--- config.mk ---
export PLATFORM = sky130hd
export DESIGN_NAME = mem_port_arbiter_flat
export DESIGN_NICKNAME = d
export VERILOG_FILES = /design/src/rtl/mem_port_arbiter_if.sv /design/src/rtl/mem_port_arbiter.sv /design/src/flat_wrapper.sv
export SDC_FILE = /design/constraint.sdc
export NUM_CORES = 1
export LEC_CHECK = 0
export ABC_AREA = 1
export CAP_MARGIN = 20
export CORE_ASPECT_RATIO = 1.5
export CORE_MARGIN = 3
export CORE_UTILIZATION = 36
export DETAILED_ROUTE_END_ITERATION = 12
export PLACE_DENSITY = 0.72
export SLEW_MARGIN = 20
export SYNTH_ARGS = -nofsm -noshare
export SYNTH_HDL_FRONTEND = slang
export SYNTH_SLANG_ARGS = --single-unit
--- constraint.sdc ---
create_clock -name clk -period 2.1 [get_ports clk]
set_input_delay 0.315 -clock clk [delete_from_list [all_inputs] [get_ports clk]]
set_output_delay 0.315 -clock clk [all_outputs]
set_load 0.02 [all_outputs]
--- src/rtl/mem_port_arbiter_if.sv ---
// rtl/mem_port_arbiter_if.sv - requester, memory and status signals of the memory port arbiter
interface mem_port_arbiter_if #(
  parameter int ADDR_W = 32,
  parameter int DATA_W = 32
);
  logic              if_req;
  logic [ADDR_W-1:0] if_addr;
  logic              if_done;
  logic [DATA_W-1:0] if_rdata;

  logic              d_req;
  logic              d_rw;
  logic              d_byte;
  logic [ADDR_W-1:0] d_addr;
  logic [DATA_W-1:0] d_wdata;
  logic              d_done;
  logic [DATA_W-1:0] d_rdata;

  logic              mem_enable;
  logic              mem_rw;
  logic              mem_byte;
  logic [ADDR_W-1:0] mem_addr;
  logic [DATA_W-1:0] mem_wdata;
  logic [DATA_W-1:0] mem_rdata;
  logic              moc;

  logic              owner;
  logic              busy;
  logic              err;

  // slave: the arbiter's view
  modport slave (
    input  if_req, if_addr, d_req, d_rw, d_byte, d_addr, d_wdata, mem_rdata, moc,
    output if_done, if_rdata, d_done, d_rdata, mem_enable, mem_rw, mem_byte,
           mem_addr, mem_wdata, owner, busy, err
  );

  // master: the requesters' and memory's view
  modport master (
    output if_req, if_addr, d_req, d_rw, d_byte, d_addr, d_wdata, mem_rdata, moc,
    input  if_done, if_rdata, d_done, d_rdata, mem_enable, mem_rw, mem_byte,
           mem_addr, mem_wdata, owner, busy, err
  );
endinterface

--- src/rtl/mem_port_arbiter.sv ---
// rtl/mem_port_arbiter.sv - shares one memory port between instruction fetch and data access
// Optional watchdog abort on missing MOC is enabled by defining MEM_WATCHDOG_EN.
module mem_port_arbiter #(
  parameter int ADDR_W  = 32,
  parameter int DATA_W  = 32,
  parameter int TIMEOUT = 255
) (
  input  logic              clk,
  input  logic              reset,
  mem_port_arbiter_if.slave bus
);

  typedef enum logic [1:0] {
    S_IDLE    = 2'd0,
    S_ACCESS  = 2'd1,
    S_RELEASE = 2'd2
  } state_t;

  state_t            r_state,      w_state_nxt;
  logic              r_owner,      w_owner_nxt;
  logic              r_last_owner, w_last_owner_nxt;
  logic              r_busy,       w_busy_nxt;
  logic              r_mem_enable, w_mem_enable_nxt;
  logic              r_mem_rw,     w_mem_rw_nxt;
  logic              r_mem_byte,   w_mem_byte_nxt;
  logic [ADDR_W-1:0] r_mem_addr,   w_mem_addr_nxt;
  logic [DATA_W-1:0] r_mem_wdata,  w_mem_wdata_nxt;
  logic [DATA_W-1:0] r_if_rdata,   w_if_rdata_nxt;
  logic [DATA_W-1:0] r_d_rdata,    w_d_rdata_nxt;
  logic              r_if_done,    w_if_done_nxt;
  logic              r_d_done,     w_d_done_nxt;
  logic              r_err,        w_err_nxt;
  logic              w_grant_data;
  logic              w_timeout;

  // Data wins when it asks alone, or when both ask and fetch was served last
  assign w_grant_data = bus.d_req & (~bus.if_req | ~r_last_owner);

`ifdef MEM_WATCHDOG_EN
  localparam int WD_W = ($clog2(TIMEOUT + 1) > 8) ? $clog2(TIMEOUT + 1) : 8;
  logic [WD_W-1:0] r_wd_cnt;

  assign w_timeout = (r_wd_cnt == WD_W'(TIMEOUT - 1));

  // Count cycles spent in ACCESS; held at zero elsewhere so each access starts from zero
  always_ff @(posedge clk or negedge reset) begin
    if (!reset)                  r_wd_cnt <= '0;
    else if (r_state != S_ACCESS) r_wd_cnt <= '0;
    else                         r_wd_cnt <= r_wd_cnt + WD_W'(1);
  end
`else
  assign w_timeout = 1'b0;
`endif

  // Next state and next values of every registered output
  always_comb begin
    w_state_nxt      = r_state;
    w_owner_nxt      = r_owner;
    w_last_owner_nxt = r_last_owner;
    w_busy_nxt       = r_busy;
    w_mem_enable_nxt = r_mem_enable;
    w_mem_rw_nxt     = r_mem_rw;
    w_mem_byte_nxt   = r_mem_byte;
    w_mem_addr_nxt   = r_mem_addr;
    w_mem_wdata_nxt  = r_mem_wdata;
    w_if_rdata_nxt   = r_if_rdata;
    w_d_rdata_nxt    = r_d_rdata;
    w_if_done_nxt    = 1'b0;
    w_d_done_nxt     = 1'b0;
    w_err_nxt        = 1'b0;
    unique case (r_state)
      S_IDLE: begin
        if (bus.if_req || bus.d_req) begin
          w_owner_nxt      = w_grant_data;
          w_mem_addr_nxt   = w_grant_data ? bus.d_addr : bus.if_addr;
          w_mem_wdata_nxt  = w_grant_data ? bus.d_wdata : '0;
          w_mem_rw_nxt     = w_grant_data & bus.d_rw;
          w_mem_byte_nxt   = w_grant_data & bus.d_byte;
          w_mem_enable_nxt = 1'b1;
          w_busy_nxt       = 1'b1;
          w_state_nxt      = S_ACCESS;
        end
      end
      S_ACCESS: begin
        if (bus.moc || w_timeout) begin
          // Only a real completion of a read updates the requester's data
          if (bus.moc && !r_mem_rw) begin
            if (r_owner) w_d_rdata_nxt  = bus.mem_rdata;
            else         w_if_rdata_nxt = bus.mem_rdata;
          end
          w_if_done_nxt    = ~r_owner;
          w_d_done_nxt     = r_owner;
          w_err_nxt        = ~bus.moc;
          w_mem_enable_nxt = 1'b0;
          w_last_owner_nxt = r_owner;
          w_state_nxt      = S_RELEASE;
        end
      end
      S_RELEASE: begin
        // Hold off new grants until memory drops MOC
        if (!bus.moc) begin
          w_busy_nxt  = 1'b0;
          w_state_nxt = S_IDLE;
        end
      end
      default: begin
        w_busy_nxt       = 1'b0;
        w_mem_enable_nxt = 1'b0;
        w_state_nxt      = S_IDLE;
      end
    endcase
  end

  // State and output registers; reset aborts any access without a done pulse
  always_ff @(posedge clk or negedge reset) begin
    if (!reset) begin
      r_state      <= S_IDLE;
      r_owner      <= 1'b0;
      r_last_owner <= 1'b0;
      r_busy       <= 1'b0;
      r_mem_enable <= 1'b0;
      r_mem_rw     <= 1'b0;
      r_mem_byte   <= 1'b0;
      r_mem_addr   <= '0;
      r_mem_wdata  <= '0;
      r_if_rdata   <= '0;
      r_d_rdata    <= '0;
      r_if_done    <= 1'b0;
      r_d_done     <= 1'b0;
      r_err        <= 1'b0;
    end else begin
      r_state      <= w_state_nxt;
      r_owner      <= w_owner_nxt;
      r_last_owner <= w_last_owner_nxt;
      r_busy       <= w_busy_nxt;
      r_mem_enable <= w_mem_enable_nxt;
      r_mem_rw     <= w_mem_rw_nxt;
      r_mem_byte   <= w_mem_byte_nxt;
      r_mem_addr   <= w_mem_addr_nxt;
      r_mem_wdata  <= w_mem_wdata_nxt;
      r_if_rdata   <= w_if_rdata_nxt;
      r_d_rdata    <= w_d_rdata_nxt;
      r_if_done    <= w_if_done_nxt;
      r_d_done     <= w_d_done_nxt;
      r_err        <= w_err_nxt;
    end
  end

  assign bus.if_done    = r_if_done;
  assign bus.if_rdata   = r_if_rdata;
  assign bus.d_done     = r_d_done;
  assign bus.d_rdata    = r_d_rdata;
  assign bus.mem_enable = r_mem_enable;
  assign bus.mem_rw     = r_mem_rw;
  assign bus.mem_byte   = r_mem_byte;
  assign bus.mem_addr   = r_mem_addr;
  assign bus.mem_wdata  = r_mem_wdata;
  assign bus.owner      = r_owner;
  assign bus.busy       = r_busy;
  assign bus.err        = r_err;

endmodule

--- src/flat_wrapper.sv ---
// flat-port wrapper written by rule: the top's interface ports become plain ports
module mem_port_arbiter_flat 
#(
  parameter int ADDR_W  = 32,
  parameter int DATA_W  = 32,
  parameter int TIMEOUT = 255
)
  (clk, reset, bus_if_req, bus_if_addr, bus_d_req, bus_d_rw, bus_d_byte, bus_d_addr, bus_d_wdata, bus_mem_rdata, bus_moc, bus_if_done, bus_if_rdata, bus_d_done, bus_d_rdata, bus_mem_enable, bus_mem_rw, bus_mem_byte, bus_mem_addr, bus_mem_wdata, bus_owner, bus_busy, bus_err);
  mem_port_arbiter_if #(.ADDR_W(ADDR_W), .DATA_W(DATA_W)) bus_i ();
  input  logic clk;
  input  logic reset;
  input wire logic [$bits(bus_i.if_req)-1:0] bus_if_req;
  input wire logic [$bits(bus_i.if_addr)-1:0] bus_if_addr;
  input wire logic [$bits(bus_i.d_req)-1:0] bus_d_req;
  input wire logic [$bits(bus_i.d_rw)-1:0] bus_d_rw;
  input wire logic [$bits(bus_i.d_byte)-1:0] bus_d_byte;
  input wire logic [$bits(bus_i.d_addr)-1:0] bus_d_addr;
  input wire logic [$bits(bus_i.d_wdata)-1:0] bus_d_wdata;
  input wire logic [$bits(bus_i.mem_rdata)-1:0] bus_mem_rdata;
  input wire logic [$bits(bus_i.moc)-1:0] bus_moc;
  output wire logic [$bits(bus_i.if_done)-1:0] bus_if_done;
  output wire logic [$bits(bus_i.if_rdata)-1:0] bus_if_rdata;
  output wire logic [$bits(bus_i.d_done)-1:0] bus_d_done;
  output wire logic [$bits(bus_i.d_rdata)-1:0] bus_d_rdata;
  output wire logic [$bits(bus_i.mem_enable)-1:0] bus_mem_enable;
  output wire logic [$bits(bus_i.mem_rw)-1:0] bus_mem_rw;
  output wire logic [$bits(bus_i.mem_byte)-1:0] bus_mem_byte;
  output wire logic [$bits(bus_i.mem_addr)-1:0] bus_mem_addr;
  output wire logic [$bits(bus_i.mem_wdata)-1:0] bus_mem_wdata;
  output wire logic [$bits(bus_i.owner)-1:0] bus_owner;
  output wire logic [$bits(bus_i.busy)-1:0] bus_busy;
  output wire logic [$bits(bus_i.err)-1:0] bus_err;
  assign bus_i.if_req = bus_if_req;
  assign bus_i.if_addr = bus_if_addr;
  assign bus_i.d_req = bus_d_req;
  assign bus_i.d_rw = bus_d_rw;
  assign bus_i.d_byte = bus_d_byte;
  assign bus_i.d_addr = bus_d_addr;
  assign bus_i.d_wdata = bus_d_wdata;
  assign bus_i.mem_rdata = bus_mem_rdata;
  assign bus_i.moc = bus_moc;
  assign bus_if_done = bus_i.if_done;
  assign bus_if_rdata = bus_i.if_rdata;
  assign bus_d_done = bus_i.d_done;
  assign bus_d_rdata = bus_i.d_rdata;
  assign bus_mem_enable = bus_i.mem_enable;
  assign bus_mem_rw = bus_i.mem_rw;
  assign bus_mem_byte = bus_i.mem_byte;
  assign bus_mem_addr = bus_i.mem_addr;
  assign bus_mem_wdata = bus_i.mem_wdata;
  assign bus_owner = bus_i.owner;
  assign bus_busy = bus_i.busy;
  assign bus_err = bus_i.err;
  mem_port_arbiter #(.ADDR_W(ADDR_W), .DATA_W(DATA_W), .TIMEOUT(TIMEOUT)) u_core (.clk(clk), .reset(reset), .bus(bus_i));
endmodule
# Word-level counts from Yosys, hierarchy flattened
# Index checks and enable logic that the tools add are counted.
[totals]
register_bits = 139
input_bits = 135
out_inout_bits = 136
elab_cells = 57
[op_classes]
n_eq_ne = 5
n_mux = 17
bitwise_logic = 10
reduce_logical = 11
[op_table]
columns = ["op", "count"]
rows = [
  ["two-way mux 32 bit", 2],
  ["two-way mux 1 bit", 9],
  ["AND reduction 3 bit", 3],
  ["AND reduction 4 bit", 2],
  ["two-way mux 2 bit", 3],
  ["inverter 1 bit", 6],
  ["case mux 1 bit (3 select lines)", 2],
  ["case mux 2 bit (3 select lines)", 1],
  ["!= test 2 bit (second input constant)", 2],
  ["AND reduction 2 bit", 2],
  ["bitwise AND 1 bit", 3],
  ["equality test 2 x 1 -> 1 bit (second input constant)", 1],
  ["equality test 2 bit (second input constant)", 1],
  ["logical NOT 2 bit", 1],
  ["!= test 2 x 1 -> 1 bit (second input constant)", 1],
  ["logical AND 1 bit", 1],
  ["logical NOT 1 bit", 1],
  ["logical OR 1 bit", 1],
  ["bitwise OR 1 bit", 1],
]

# Logic depth before layout (Yosys ltp)
[logic_depth]
word_depth = 4
depth_mapped = 8
depth_no_buf = 6

# Least setup slack after synthesis
# OpenSTA, ideal clock, no wires.
[synth_path]
path_kind = "register to register"
start = "register u_core.r_mem_rw (netlist: u_core.bus.mem_rw)"
end = "register u_core.r_if_rdata[10] (netlist: u_core.bus.if_rdata[10])"
setup_ns = 0.066
arrival_ns = 1.259
required_ns = 2.034
slack_ns = 0.775
stages_incl_launch_ff = 6
synth_period_minus_slack_ns = 1.325
path_cell_list = "dfrtp_1 -> inv_1 -> clkbuf_1 -> clkbuf_1 -> nand3_1 -> nand2_1"
[synth_between]
elab_chain_cells = 3
[synth_rtl]
columns = ["element", "line_no", "source"]
rows = [
  ["from (decl)", "mem_port_arbiter.sv:24", "logic r_mem_rw, w_mem_rw_nxt;"],
  ["from (signal assigned)", "mem_port_arbiter.sv:137", "r_mem_rw <= w_mem_rw_nxt;"],
  ["logical NOT 1 bit", "mem_port_arbiter.sv:87", "if (bus.moc && !r_mem_rw) begin"],
  ["logical AND 1 bit", "mem_port_arbiter.sv:87", ""],
  ["AND reduction 4 bit (no source line)", "n/a", ""],
  ["to (signal assigned)", "mem_port_arbiter.sv:141", "r_if_rdata <= w_if_rdata_nxt;"],
  ["to (decl)", "mem_port_arbiter.sv:28", "logic [DATA_W-1:0] r_if_rdata, w_if_rdata_nxt;"],
]
# No other way between the ends.
# A chain may end at the register's enable or synchronous reset.

# Worst setup path after layout
[layout_path]
start = "register u_core.r_owner (netlist: u_core.bus.owner)"
end = "output bus_owner"
[layout_lines]
columns = ["element", "line_no", "source"]
rows = [
  ["from (decl)", "mem_port_arbiter.sv:20", "logic r_owner, w_owner_nxt;"],
  ["from (signal assigned)", "mem_port_arbiter.sv:133", "r_owner <= w_owner_nxt;"],
  ["to (decl)", "flat_wrapper.sv:30", "output wire logic [$bits(bus_i.owner)-1:0] bus_owner;"],
]
# No word-level cell between the ends.

==> metrics <==
Setup crit end kind output port; Clock Pin Slew Worst Setup and Hold Paths approximately 0.070 ns; Total GRT Usage between 20% and 30%; Tightest Pin Transition roughly 0.57 ns; Top Ports roughly 270; H-tree depth 4; number of port buffers roughly 270; drt first pass iters 4; wire per inst 15.0 µm; CP arrival ~1.4 ns; Crit path depth 1; ANT cells 0; Die X 110 µm; top post-synthesis cells by area dfrtp_1, nand2_1, nand3_1; fin cells ~1200; unrepaired setup endpoints after global routing false; routed vias 5529; hold path cells 3; CTS tree done; Setup-failing EPs final 0; Synth area leader dfrtp_1; Overflow after GRT 0; die span in y between 150 and 200 µm; Initial Utilization 36.9%; first-pass GRT wire length roughly 28 mm; Slew HR between 60% and 70%; commonest non-fill, non-tap cells in the layout nand2_1, clkdlybuf4s50_1, dfrtp_1, nand3_1, clkbuf_16; pwr dens about 1500 nW/µm²; Core Rows 56; reg2reg path depth 6; CTS max path bufs 2; post-CTS sizing 0; First DRT Iteration DRCs ~270; final worst-path cycle share 83.4%; clock skew 0.0102 ns; Synth Instances 703; Area after DPL 8750 µm²; routability cong. 0.808; placed insts 1153; Yosys reg bits ~140; peak supply drop around 0.7 mV; Startpoint Class flip-flop; DRC 0; Post-Syn Nets roughly 840; multi-input logic area between 2000 and 2500 µm²; HP Class primary input to flip-flop; maximum clock rate about 570 MHz; fin crit period 1.75 ns; share of cells above drive strength 1 between 6 and 7%; Final Slew Violations 0; sequential area share after synthesis slightly below 60%; final layout net count about 1100; initial antenna violation count 0; CP max stage cell clkdlybuf4s50_1; Area Overhead vs Synth 61.1%; clock root buffer master clkbuf_16; worst path cell trace clkdlybuf4s50_1; Yosys top cell area share around 60%; Ys Warns 0; detailed placement HPWL roughly 13 mm; core area between 15000 and 20000 µm²; post-synth cell types 15; Final Instance Area about 9300 µm²; Critical Path Max Stage Delay roughly 0.65 ns; Clock Sinks around 140; number of global-route vias before repair roughly 5400; dpl ws 0.308 ns; Post-Syn Area per Cell 8.25 µm²; via density per instance 4.66; max_cap viols 0; antenna viol nets, final 0; worst-path fanout max 3; run status finished clean; critical path type flip-flop to output port; Final Hold Fails 0; die footprint 17700 µm²; Total Routed Length 17.8 mm; Critical Path RT 1.78 ns; Clock Latency Late Sink about 0.4 ns; area of the mapped netlist around 5800 µm²; worst path buffer plus inverter count 1; Top delay family on crit path buffers and inverters; Leak roughly 0.0047 µW; final setup margin 0.348 ns; Register Area around 3500 µm²; total negative slack 0 ns; Inserted Clock Buffers 17; largest net degree at the start of global routing 65; most common cell after layout, fill and taps aside nand2_1; # fillers ~1400
[state kept, by name, summed over array words and instances, names as in the netlist, 2 cells and up]
| register | count |
|---|---|
| u_core.bus.mem_wdata | 32 |
| u_core.bus.d_rdata | 32 |
| u_core.bus.if_rdata | 32 |
| u_core.r_state | 2 |
| u_core.bus.mem_addr | 32 |
[per-stage QoR]
| stage | power, µW | utilization, % | hold WS, ns |
|---|---|---|---|
| 6_report | 14500 | 59.5 | 0.435 |
| 3_3_place_gp | 11500 | 55.7 | 0.336 |
| 4_1_cts | 14700 | 59.5 | 0.417 |
| 5_1_grt | 15400 | 59.5 | 0.428 |
| 2_1_floorplan | 8090 | - | 0.0194 |
| 3_5_place_dp | 11600 | 55.7 | 0.338 |
[path summary, 6_finish.rpt]
path	from	slack, ns	endpoint
hold / removal	bus_d_wdata[19]	0.43	u_core.bus.mem_wdata[19]
setup / recovery	u_core.bus.owner	0.35	bus_owner
setup reg to reg	u_core.r_state[1]	0.69	u_core.bus.if_rdata[29]
hold reg to reg	u_core.bus.d_rdata[31]	0.47	u_core.bus.d_rdata[31]
max in group asynchronous	reset	1.04	u_core.bus.mem_wdata[24]
min in group asynchronous	reset	0.44	u_core.bus.d_rdata[3]
[synthesized netlist by cell type, drive strengths merged]
library cell,instances
buf,34
clkbuf,9
conb,1
dfrtp,138
inv,7
nand2,404
nand3,101
nor2,6
o21ai,2
o21bai,1
[repair_timing]
action,in CTS,in global routing
endpoints found under the hold margin,52,0
hold buffers,1,0
setup buffers,0,0
[layout make-up]
type | count | share of cell area (%)
Sequential cell | 138 | 37.0
Clock inverter | 15 | 1.74
Timing Repair Buffer | 291 | 31.3
Inverter | 7 | 0.281
Tap cell | 203 | 2.72
Multi-Input combinational cell | 515 | 22.5
Clock buffer | 17 | 4.55
[power breakdown]
part,switching (µW),leakage (µW),internal (µW)
sequential,658,0.00175,3880
combinational,3890,0.00262,3030
clock,1220,0.000287,1770
[cells by family after synthesis]
logic type             share of synthesized area, %
DFF                                            59.5
AOI/OAI and AO/OA                             0.302
other                                        0.0647
and+or+nand+nor                                35.8
buffers and inverters                          4.27
[layer usage]
metal  vias to the layer above  global-route usage, %  share of wire (%)
li1                       2729                      -                  -
met5                         -                      0                  0
met3                        25                   5.44                6.8
met2                       194                   36.3                 55
met1                      2581                   23.4                 37
met4                         0                   6.58                1.9
Note: power is estimated with default switching activity, not from simulation.
